[config.mk]
export PLATFORM = sky130hd
export DESIGN_NAME = lock_sequencer
export DESIGN_NICKNAME = d
export VERILOG_FILES = /design/src/rtl/lock_sequencer.sv
export SDC_FILE = /design/constraint.sdc
export NUM_CORES = 1
export LEC_CHECK = 0
export ABC_AREA = 1
export BUFFER_PORTS_ARGS = -buffer_cell sky130_fd_sc_hd__buf_2
export CAP_MARGIN = 20
export CORE_ASPECT_RATIO = 0.7
export CORE_MARGIN = 3
export CORE_UTILIZATION = 60
export DETAILED_ROUTE_END_ITERATION = 16
export GPL_TIMING_DRIVEN = 0
export PLACE_DENSITY = 0.8
export REMOVE_ABC_BUFFERS = 1
export SETUP_SLACK_MARGIN = 0.2
export SLEW_MARGIN = 30
export SYNTH_ARGS = -nofsm -noshare
export SYNTH_HDL_FRONTEND = slang
export SYNTH_SLANG_ARGS = --single-unit
[constraint.sdc]
create_clock -name clk -period 4.3 [get_ports clk]
set_input_delay 0.86 -clock clk [delete_from_list [all_inputs] [get_ports clk]]
set_output_delay 0.86 -clock clk [all_outputs]
set_load 0.02 [all_outputs]
[src/rtl/lock_sequencer.sv]
// lock_sequencer: synchronized, debounced keypad lock FSM with failed-attempt lockout and alarm blink
module lock_sequencer #(
  parameter int CODE_W = 7,
  parameter logic [CODE_W-1:0] DEFAULT_CODE = '0,
  parameter int DEBOUNCE_CYCLES = 1000,
  parameter int MAX_FAILS = 3,
  parameter int LOCKOUT_CYCLES = 65535,
  parameter int BLINK_BIT = 8
) (
  input logic clk,
  input logic rst_n,
  input logic btn_set,
  input logic btn_check,
  input logic [CODE_W-1:0] code,
  output logic unlocked,
  output logic alarm_led,
  output logic [2:0] state,
  output logic [3:0] fail_count,
  output logic lockout
);
  localparam int DW = $clog2(DEBOUNCE_CYCLES + 1);
  typedef enum logic [2:0] {
    IDLE = 3'b000,
    SET_AWAITING = 3'b001,
    OPENED = 3'b010,
    ALARM = 3'b011,
    INPUT_PASSWORD = 3'b100,
    LOCKOUT = 3'b101
  } state_t;
  state_t st;
  logic [1:0] b_s1, b_s2, evt;
  logic [CODE_W-1:0] c_s1, c_s2, password;
  logic [15:0] timer, blink;
  logic [3:0] nf;
  logic set_evt, check_evt;
  always_ff @(posedge clk or negedge rst_n)
    if (!rst_n) begin
      b_s1 <= 2'b11;
      b_s2 <= 2'b11;
      c_s1 <= '0;
      c_s2 <= '0;
      blink <= '0;
    end else begin
      b_s1 <= {btn_check, btn_set};
      b_s2 <= b_s1;
      c_s1 <= code;
      c_s2 <= c_s1;
      blink <= blink + 16'd1;
    end
  for (genvar b = 0; b < 2; b++) begin : g_db
    logic [DW-1:0] cnt;
    logic db, ev;
    always_ff @(posedge clk or negedge rst_n)
      if (!rst_n) begin
        cnt <= '0;
        db <= 1'b1;
        ev <= 1'b0;
      end else begin
        ev <= 1'b0;
        if (b_s2[b] == db) cnt <= '0;
        else if (cnt == DW'(DEBOUNCE_CYCLES - 1)) begin
          cnt <= '0;
          db <= b_s2[b];
          ev <= ~b_s2[b];
        end else cnt <= cnt + 1'b1;
      end
    assign evt[b] = ev;
  end
  assign set_evt = evt[0];
  assign check_evt = evt[1];
  assign nf = (fail_count == 4'(MAX_FAILS)) ? fail_count : fail_count + 4'd1;
  always_ff @(posedge clk or negedge rst_n)
    if (!rst_n) begin
      st <= IDLE;
      password <= DEFAULT_CODE;
      fail_count <= '0;
      timer <= '0;
    end else if (st == LOCKOUT) begin
      if (timer == '0) begin
        st <= IDLE;
        fail_count <= '0;
      end else timer <= timer - 16'd1;
    end else if (check_evt) begin
      if (st == IDLE) st <= INPUT_PASSWORD;
      else if (st == INPUT_PASSWORD) begin
        if (c_s2 == password) begin
          st <= OPENED;
          fail_count <= '0;
        end else begin
          fail_count <= nf;
          st <= (nf == 4'(MAX_FAILS)) ? LOCKOUT : ALARM;
          timer <= 16'(LOCKOUT_CYCLES - 1);
        end
      end else st <= IDLE;
    end else if (set_evt) begin
      if (st == OPENED) st <= SET_AWAITING;
      else if (st == SET_AWAITING) begin
        st <= IDLE;
        password <= c_s2;
      end else if (st == INPUT_PASSWORD) st <= IDLE;
    end
  assign state = st;
  assign unlocked = st == OPENED;
  assign lockout = st == LOCKOUT;
  assign alarm_led = (st == LOCKOUT) | ((st == ALARM) & blink[BLINK_BIT]);
endmodule
# ---- Word level (Yosys, flattened, before mapping)
# Cells that the tools add are included.
dict set report totals {
  ff_bits 88
  inputBits 11
  out_inout_bits 10
  elab_cells 89
}
dict set report op_classes {
  n_addsub 5
  eq_ne 16
  n_mux 32
  bitwise 9
  reduce_logical 12
}
# op n
set ops {}
lappend ops {{$mux 16} 6}
lappend ops {{$mux 10} 4}
lappend ops {{$mux 3} 11}
lappend ops {{$mux 4} 7}
lappend ops {{$add 10x1->10 const B} 2}
lappend ops {{$eq 10x10->1 const B} 2}
lappend ops {{$add 16x1->16 const B} 1}
lappend ops {{$logic_not 16->1} 1}
lappend ops {{$sub 16x1->16 const B} 1}
lappend ops {{$reduce_and 5->1} 2}
lappend ops {{$eq 4x2->1 const B} 2}
lappend ops {{$eq 7x7->1} 1}
lappend ops {{$not 1->1} 7}
lappend ops {{$eq 3x2->1 const B} 2}
lappend ops {{$eq 3x3->1 const B} 2}
lappend ops {{$ne 2x2->1 const B} 3}
lappend ops {{$reduce_bool 5->1} 1}
lappend ops {{$add 4x1->4 const B} 1}
lappend ops {{$mux 1} 4}
lappend ops {{$reduce_and 2->1} 2}
lappend ops {{$reduce_and 4->1} 1}
lappend ops {{$reduce_bool 2->1} 2}
lappend ops {{$eq 3x1->1 const B} 1}
lappend ops {{$logic_not 3->1} 1}
lappend ops {{6 further kinds} 7}

# ---- Logic depth before layout (Yosys ltp)
# Gate-level depths: netlist (run 1).
dict set report depth {
  depth_word 9
  ltp_mapped 13
  depth_no_buf 12
}

# ---- Worst setup path before layout (run 1)
# Ideal clock, no wire load.
dict set report synth_timing {
  path_kind {reg-to-output}
  start {register st[2], in the netlist state[2]}
  end {output port alarm_led}
  arrival_ps 1369
  required_time_ps 3440
  setup_slack_ps 2071
  path_stages_with_launch 6
  path_buffers 1
  path_cell_list {dfrtp_1 > inv_2 > nor2_4 > nand2_4 > clkbuf_1 > o21ai_0}
}
dict set report synth_between {
  elab_chain_cells 3
  word_cells_on_any_way 4
  classes_between {2 x eq/ne; 2 x bitwise}
}
# item line
set synth_rtl {}
lappend synth_rtl {{start: declaration} 30} ;# state_t st;
lappend synth_rtl {{start signal: assignment} 91} ;# st <= (nf == 4'(MAX_FAILS)) ? LOCKOUT : ALARM;
lappend synth_rtl {{$eq 3x2->1} 105} ;# assign alarm_led = (st == LOCKOUT) | ((st == ALARM) & blink[BLINK_BIT]);
lappend synth_rtl {{$and 1x1->1} 105}
lappend synth_rtl {{$or 1x1->1 *} 105}
lappend synth_rtl {{end: declaration} 16} ;# output logic alarm_led,
# Mark *: on every way between the ends. The rest lies on a longest branch, timed or not.

# ---- Worst setup path after layout (run 1)
dict set report layout_timing {
  start {register st[1], in the netlist state[1]}
  end {output port alarm_led}
}
# The elaborated chain is that of the path after synthesis.

==> flow_metrics.env, run 1 <==
export IMPL_synth_top_cell_area_share_pct=46.4
export IMPL_grtUsageTotal_pct=20.8
export IMPL_grt_pass1_vias=2844
export IMPL_drive_gt1_share_pct=16.2
export IMPL_antenna_found_initial=0
export IMPL_setup_tns_final_ns=0
export IMPL_die_area_um2=7780
export IMPL_clk_latency_ns=0.35
export IMPL_synthDistinctLibCells=30
export IMPL_synthTopCellsByArea="dfrtp_1 (46%), nand2_1 (11%), nor2_1 (5.8%), inv_1 (5.3%), nand3_1 (4.2%)"
export IMPL_place_congestion=0.893
export IMPL_cp_max_fo=19
export IMPL_p_seq_share_pct=56.4
export IMPL_drv_cap=0
export IMPL_io_buffers=20
export IMPL_remaining_drc_errors=0
export IMPL_antenna_left=0
export IMPL_htreeDepth=3
export IMPL_clock_sinks=81
export IMPL_hpwl_mm=5.23
export IMPL_async_flop_share_pct=100
export IMPL_clkPwrFrac_pct=40.8
export IMPL_hold_viol=0
export IMPL_path_class="reg -> out"
export IMPL_critPathLaunchType="flip-flop"
export IMPL_die_y_um=74.7
export IMPL_ys_flop_type="dfrtp_1"
export IMPL_die_x_um=104
export IMPL_path_clk_slew_ns=0.07
export IMPL_swShare_pct=21.5
export IMPL_period_minus_slack_ns=2.38
export IMPL_worst_setup_path_end_kind="output pin"
export IMPL_cts_buffers=9
export IMPL_clockBufferDepth=2
export IMPL_synth_most_common_cell="nand2_1"
export IMPL_crit_required_ns=3.44
export IMPL_dp_cells=587
export IMPL_vias=3073
export IMPL_ys_top_cells_by_count="nand2_1 (117), dfrtp_1 (75), nor2_1 (63)"
export IMPL_cts_hold_buf=0
export IMPL_p_switching_uw=298
export IMPL_setup_viol=0
export IMPL_drv_slew=0
export IMPL_initial_core_util_pct=63.5
export IMPL_yosysWarnings=0
export IMPL_max_slew_margin_rel_pct=70.0
export IMPL_tightest_slew_ns=0.448
export IMPL_total_leakage_power_uw=0.00223
export IMPL_p_int_uw=1090
export IMPL_max_freq_mhz=420
export IMPL_drt_pass1_iter_count=5
export IMPL_cts_root_buf="clkbuf_8"
export IMPL_cts_tree="built"
export IMPL_nets=524
export IMPL_area_growth_synth_to_final_pct=9.87
export IMPL_post_cts_buffers=0
export IMPL_p_per_area_nw_per_um2=312
export IMPL_fin_crit_sh_pct=55.3
export IMPL_worst_hold_slack_ns=0.350
export IMPL_grt_pass1_wl_mm=12.9
export IMPL_hp_class="reg -> reg"
export IMPL_drt_vias_per_instance=5.10
export IMPL_synth_area_leader_cell="dfrtp_1"
export IMPL_power_frac_comb_pct=2.8
export IMPL_instances_no_fill=603
export IMPL_first_iter_violations=211
export IMPL_synth_seq_cells=81
export IMPL_r2r_slack_ns=2.45
export IMPL_synth_edf_count=0
export IMPL_seq_area_frac_synth_pct=50.3
export IMPL_vdd_drop_max_uv=253
export IMPL_cts_resized=0
export IMPL_syn_cell_area_um2=4050
export IMPL_rsz0062_at_grt="no"
export IMPL_clock_skew_ns=0.00640
export IMPL_grt_max_degree=47
export IMPL_wl_per_cell_um=12.3
export IMPL_overflow=0
export IMPL_rows=24
export IMPL_drt_total_wl_mm=7.43
export IMPL_synth_cells=480
export IMPL_synth_area_per_cell_um2=8.43
export IMPL_diodes=0
export IMPL_status="finished, final reports clean"
export IMPL_crit_arrival_ns=1.52
export IMPL_pin_count=21
export IMPL_core_um2=6370
-- per-stage QoR --
stage | area (um^2) | setup WS, ns | power (uW) | utilization [%]
4_1_cts | 4440 | 1.90 | 1400 | 69.8
3_5_place_dp | 4240 | 2.28 | 838 | 66.6
2_1_floorplan | 3990 | 2.26 | 810 | -
3_3_place_gp | 4200 | 1.79 | 832 | 66.0
5_1_grt | 4440 | 1.84 | 1450 | 69.8
6_report | 4440 | 1.92 | 1390 | 69.8
-- flip-flops by register name, indices dropped and copies added (netlist names) --
register    cells
b_s1            2
b_s2            2
blink           9
c_s1            7
c_s2            7
check_evt       1
fail_count      4
g_db.cnt       20
g_db.db         2
g_db.ev         1
password        7
state           3
timer          16
-- cell type report --
type | instances | area, um^2
Inverter | 60 | 225
Multi-Input combinational cell | 334 | 1730
Fill cell | 504 | 1920
Tap cell | 91 | 114
Sequential cell | 81 | 2030
Timing Repair Buffer | 21 | 134
Clock inverter | 4 | 51.3
Clock buffer | 12 | 155
-- worst max-delay path, cell delays in order, from the launching register on --
cell	delay (ns)
dfrtp_1	0.48
nor2_4	0.20
nand2_4	0.18
o21ai_0	0.13
buf_2	0.19
-- power by group through the flow --
stage	Clock (uW)	Sequential (uW)	Combinational [uW]
after floorplan	0	796	14.6
after global placement	0	797	35.8
after detailed placement	0	797	40.7
after CTS	578	782	40.9
after global routing	618	784	46.7
final	565	782	39.2
-- metal layers --
metal | global-route usage, % | wire length, um | part of all wire [%]
met4 | 3.54 | 36 | 0.48
met3 | 5.74 | 316 | 4.3
met1 | 27.9 | 3590 | 48
met2 | 35.5 | 3490 | 47
met5 | 0 | 0 | 0
-- layout by cell type, fill, tap and decap left out, drive strengths merged --
cell,instances
nand2,132
mux2,1
nor3b,5
ha,6
and2,2
clkinvlp,1
buf,21
or2,1
xor2,16
clkinv,2
a21oi,6
nor3,14
clkbuf,12
nor2,71
dfstp,6
bufinv,1
nor4,2
nand3,35
o21ai,31
inv,60
dfrtp,75
xnor2,3
nand3b,5
nand4,3
o21bai,1
-- path summary, 6_finish.rpt --
kind                                from   endpoint  depth (start not counted)
max in group asynchronous          rst_n    b_s1[0]                          2
worst min register to register   c_s1[4]    c_s2[4]                          0
worst max register to register  timer[0]   timer[4]                         12
worst min-delay path             c_s1[4]    c_s2[4]                          0
min in group asynchronous          rst_n   timer[9]                          1
worst max-delay path            state[1]  alarm_led                          4
-- logic make-up after synthesis --
kind of cell | share of synthesized area (%)
adder cells (fa/ha/maj) | 1.86
buffers and inverters | 6.93
AO/OA/AOI/OAI | 5.88
XOR/XNOR | 4.11
AND/OR/NAND/NOR | 30.7
multiplexers | 0.278
flip-flops | 50.3
Note: power is estimated with default switching activity, not from simulation.
==> run 2, diff against run 1 <==
- CORE_UTILIZATION: 60 -> 55
- PLACE_DENSITY: 0.8 -> 0.78
- clock period: 4.3 -> 2.1 ns (I/O delays scaled with it)
==> flow_metrics.env, run 2 (synthesis results as in run 1) <==
export IMPL_fin_crit_sh_pct=90.5
export IMPL_max_slew_margin_rel_pct=68.9
export IMPL_drive_gt1_share_pct=17.3
export IMPL_overflow=0
export IMPL_total_leakage_power_uw=0.00225
export IMPL_path_class="reg -> out"
export IMPL_hold_viol=0
export IMPL_clock_skew_ns=0.00786
export IMPL_clk_latency_ns=0.36
export IMPL_htreeDepth=3
export IMPL_status="finished, final reports clean"
export IMPL_grt_pass1_vias=3009
export IMPL_drv_slew=0
export IMPL_first_iter_violations=174
export IMPL_die_x_um=109
export IMPL_vdd_drop_max_uv=429
export IMPL_pin_count=21
export IMPL_critPathTopFamily="flip-flops"
export IMPL_cp_slowest_cell="dfrtp_1"
export IMPL_hp_start="btn_set"
export IMPL_layout_setup_ws_ns=0.199
export IMPL_cp_max_fo=19
export IMPL_grt_pass1_wl_mm=13.2
export IMPL_cp_cell_sequence="inv_2, nor2_4, nand2_8, o21ai_0, buf_2"
export IMPL_hpwl_mm=5.14
export IMPL_timing_critical_path_from="state[2]"
export IMPL_hp_class="in -> reg"
export IMPL_antenna_found_initial=0
export IMPL_crit_arrival_ns=1.48
export IMPL_dp_cells=590
export IMPL_fillers=573
export IMPL_final_common_cell="nand2_1"
export IMPL_multiInputGateArea_um2=1750
export IMPL_io_buffers=20
export IMPL_die_area_um2=8440
export IMPL_area_growth_synth_to_final_pct=11.9
export IMPL_seq_area_um2=2040
export IMPL_nets=531
export IMPL_drt_pass1_iter_count=4
export IMPL_critPathMaxStageDelay_ns=0.40
export IMPL_period_minus_slack_ns=1.90
export IMPL_cts_root_buf="clkbuf_8"
export IMPL_wl_per_cell_um=11.8
export IMPL_worst_setup_path_end_kind="output pin"
export IMPL_grtUsageTotal_pct=19.6
export IMPL_remaining_drc_errors=0
export IMPL_crit_required_ns=1.68
export IMPL_rows=25
export IMPL_rsz0062_at_grt="yes"
export IMPL_cts_tree="built"
export IMPL_place_congestion=0.831
export IMPL_drt_total_wl_mm=7.25
export IMPL_max_freq_mhz=526
export IMPL_setup_viol=0
export IMPL_drv_cap=0
export IMPL_layout_common_cells="nand2_1 (117), dfrtp_1 (74), nor2_1 (63), inv_1 (57), nand3_1 (34)"
export IMPL_p_per_area_nw_per_um2=646
export IMPL_largestRegisters="g_db.cnt: 20 flops, timer: 16 flops, blink: 9 flops"
export IMPL_largest_reg_flops=20
export IMPL_vias=3071
export IMPL_dpl_cell_area_um2=4230
export IMPL_top_register="g_db.cnt"
export IMPL_dp_slack_ns=0.284
export IMPL_clockBufferDepth=2
export IMPL_drt_vias_per_instance=5.01
export IMPL_cts_buffers=9
export IMPL_initial_core_util_pct=58.3
export IMPL_tightest_slew_ns=0.465
export IMPL_grt_max_degree=43
export IMPL_die_y_um=77.8
export IMPL_critPathLaunchType="flip-flop"
export IMPL_crit_buf_inv=2
export IMPL_instances_no_fill=613
export IMPL_core_um2=6940
export IMPL_antenna_left=0
export IMPL_clock_sinks=81
export IMPL_diodes=0
export IMPL_fin_area_um2=4530
export IMPL_setup_tns_final_ns=0
export IMPL_r2r_slack_ns=0.35
export IMPL_path_clk_slew_ns=0.08
export IMPL_reg2reg_from="timer[0]"
==> run 2: path summary, 6_finish.rpt <==
path	to	cells past startpoint
min in group asynchronous	timer[7]	2
worst max-delay path	alarm_led	5
worst max register to register	fail_count[0]	11
max in group asynchronous	g_db[1].db	3
worst min-delay path	b_s1[0]	1
worst min register to register	c_s2[2]	0
==> run 2: cell type report <==
class                           count  area share, %
Multi-Input combinational cell    334           38.6
Sequential cell                    81           45.0
Timing Repair Buffer               28           4.01
Clock buffer                       11           3.12
Tap cell                           94           2.60
Clock inverter                      5           1.74
Inverter                           60           4.97
==> run 2: layer usage <==
| metal | track usage [%] | routed length [um] | vias to the layer above |
|---|---|---|---|
| met4 | 7.31 | 153 | 0 |
| met1 | 26.8 | 3460 | 1436 |
| met2 | 30.0 | 3390 | 47 |
| met3 | 5.07 | 248 | 14 |
| li1 | - | - | 1574 |
| met5 | 0 | 0 | - |
==> run 2: metrics by stage <==
stage / util [%] / power, uW / hold WS (ns)
floorplan: - / 1660 / 0.124
global placement: 60.6 / 1710 / 0.333
detailed placement: 61.0 / 1720 / 0.335
CTS: 64.4 / 2970 / 0.132
global route: 65.2 / 3050 / 0.140
finish: 65.2 / 2930 / 0.153
==> run 2: report_power, final <==
| part | total [uW] | internal (uW) | leakage [uW] | switching, uW |
|---|---|---|---|---|
| Clock | 1240 | 702 | 0.000114 | 541 |
| Combinational | 81.3 | 26.3 | 0.00108 | 54.9 |
| Sequential | 1600 | 1590 | 0.00106 | 13.1 |
| Total | 2930 | 2320 | 0.00225 | 609 |
==> run 2: what timing repair did <==
action | in CTS | in global routing
hold buffers | 1 | 0
pin swaps | 0 | 2
gates resized for setup | 2 | 1
hold endpoints to repair | 39 | 0
setup endpoints to repair | 1 | 12
buffers inserted | 0 | 6
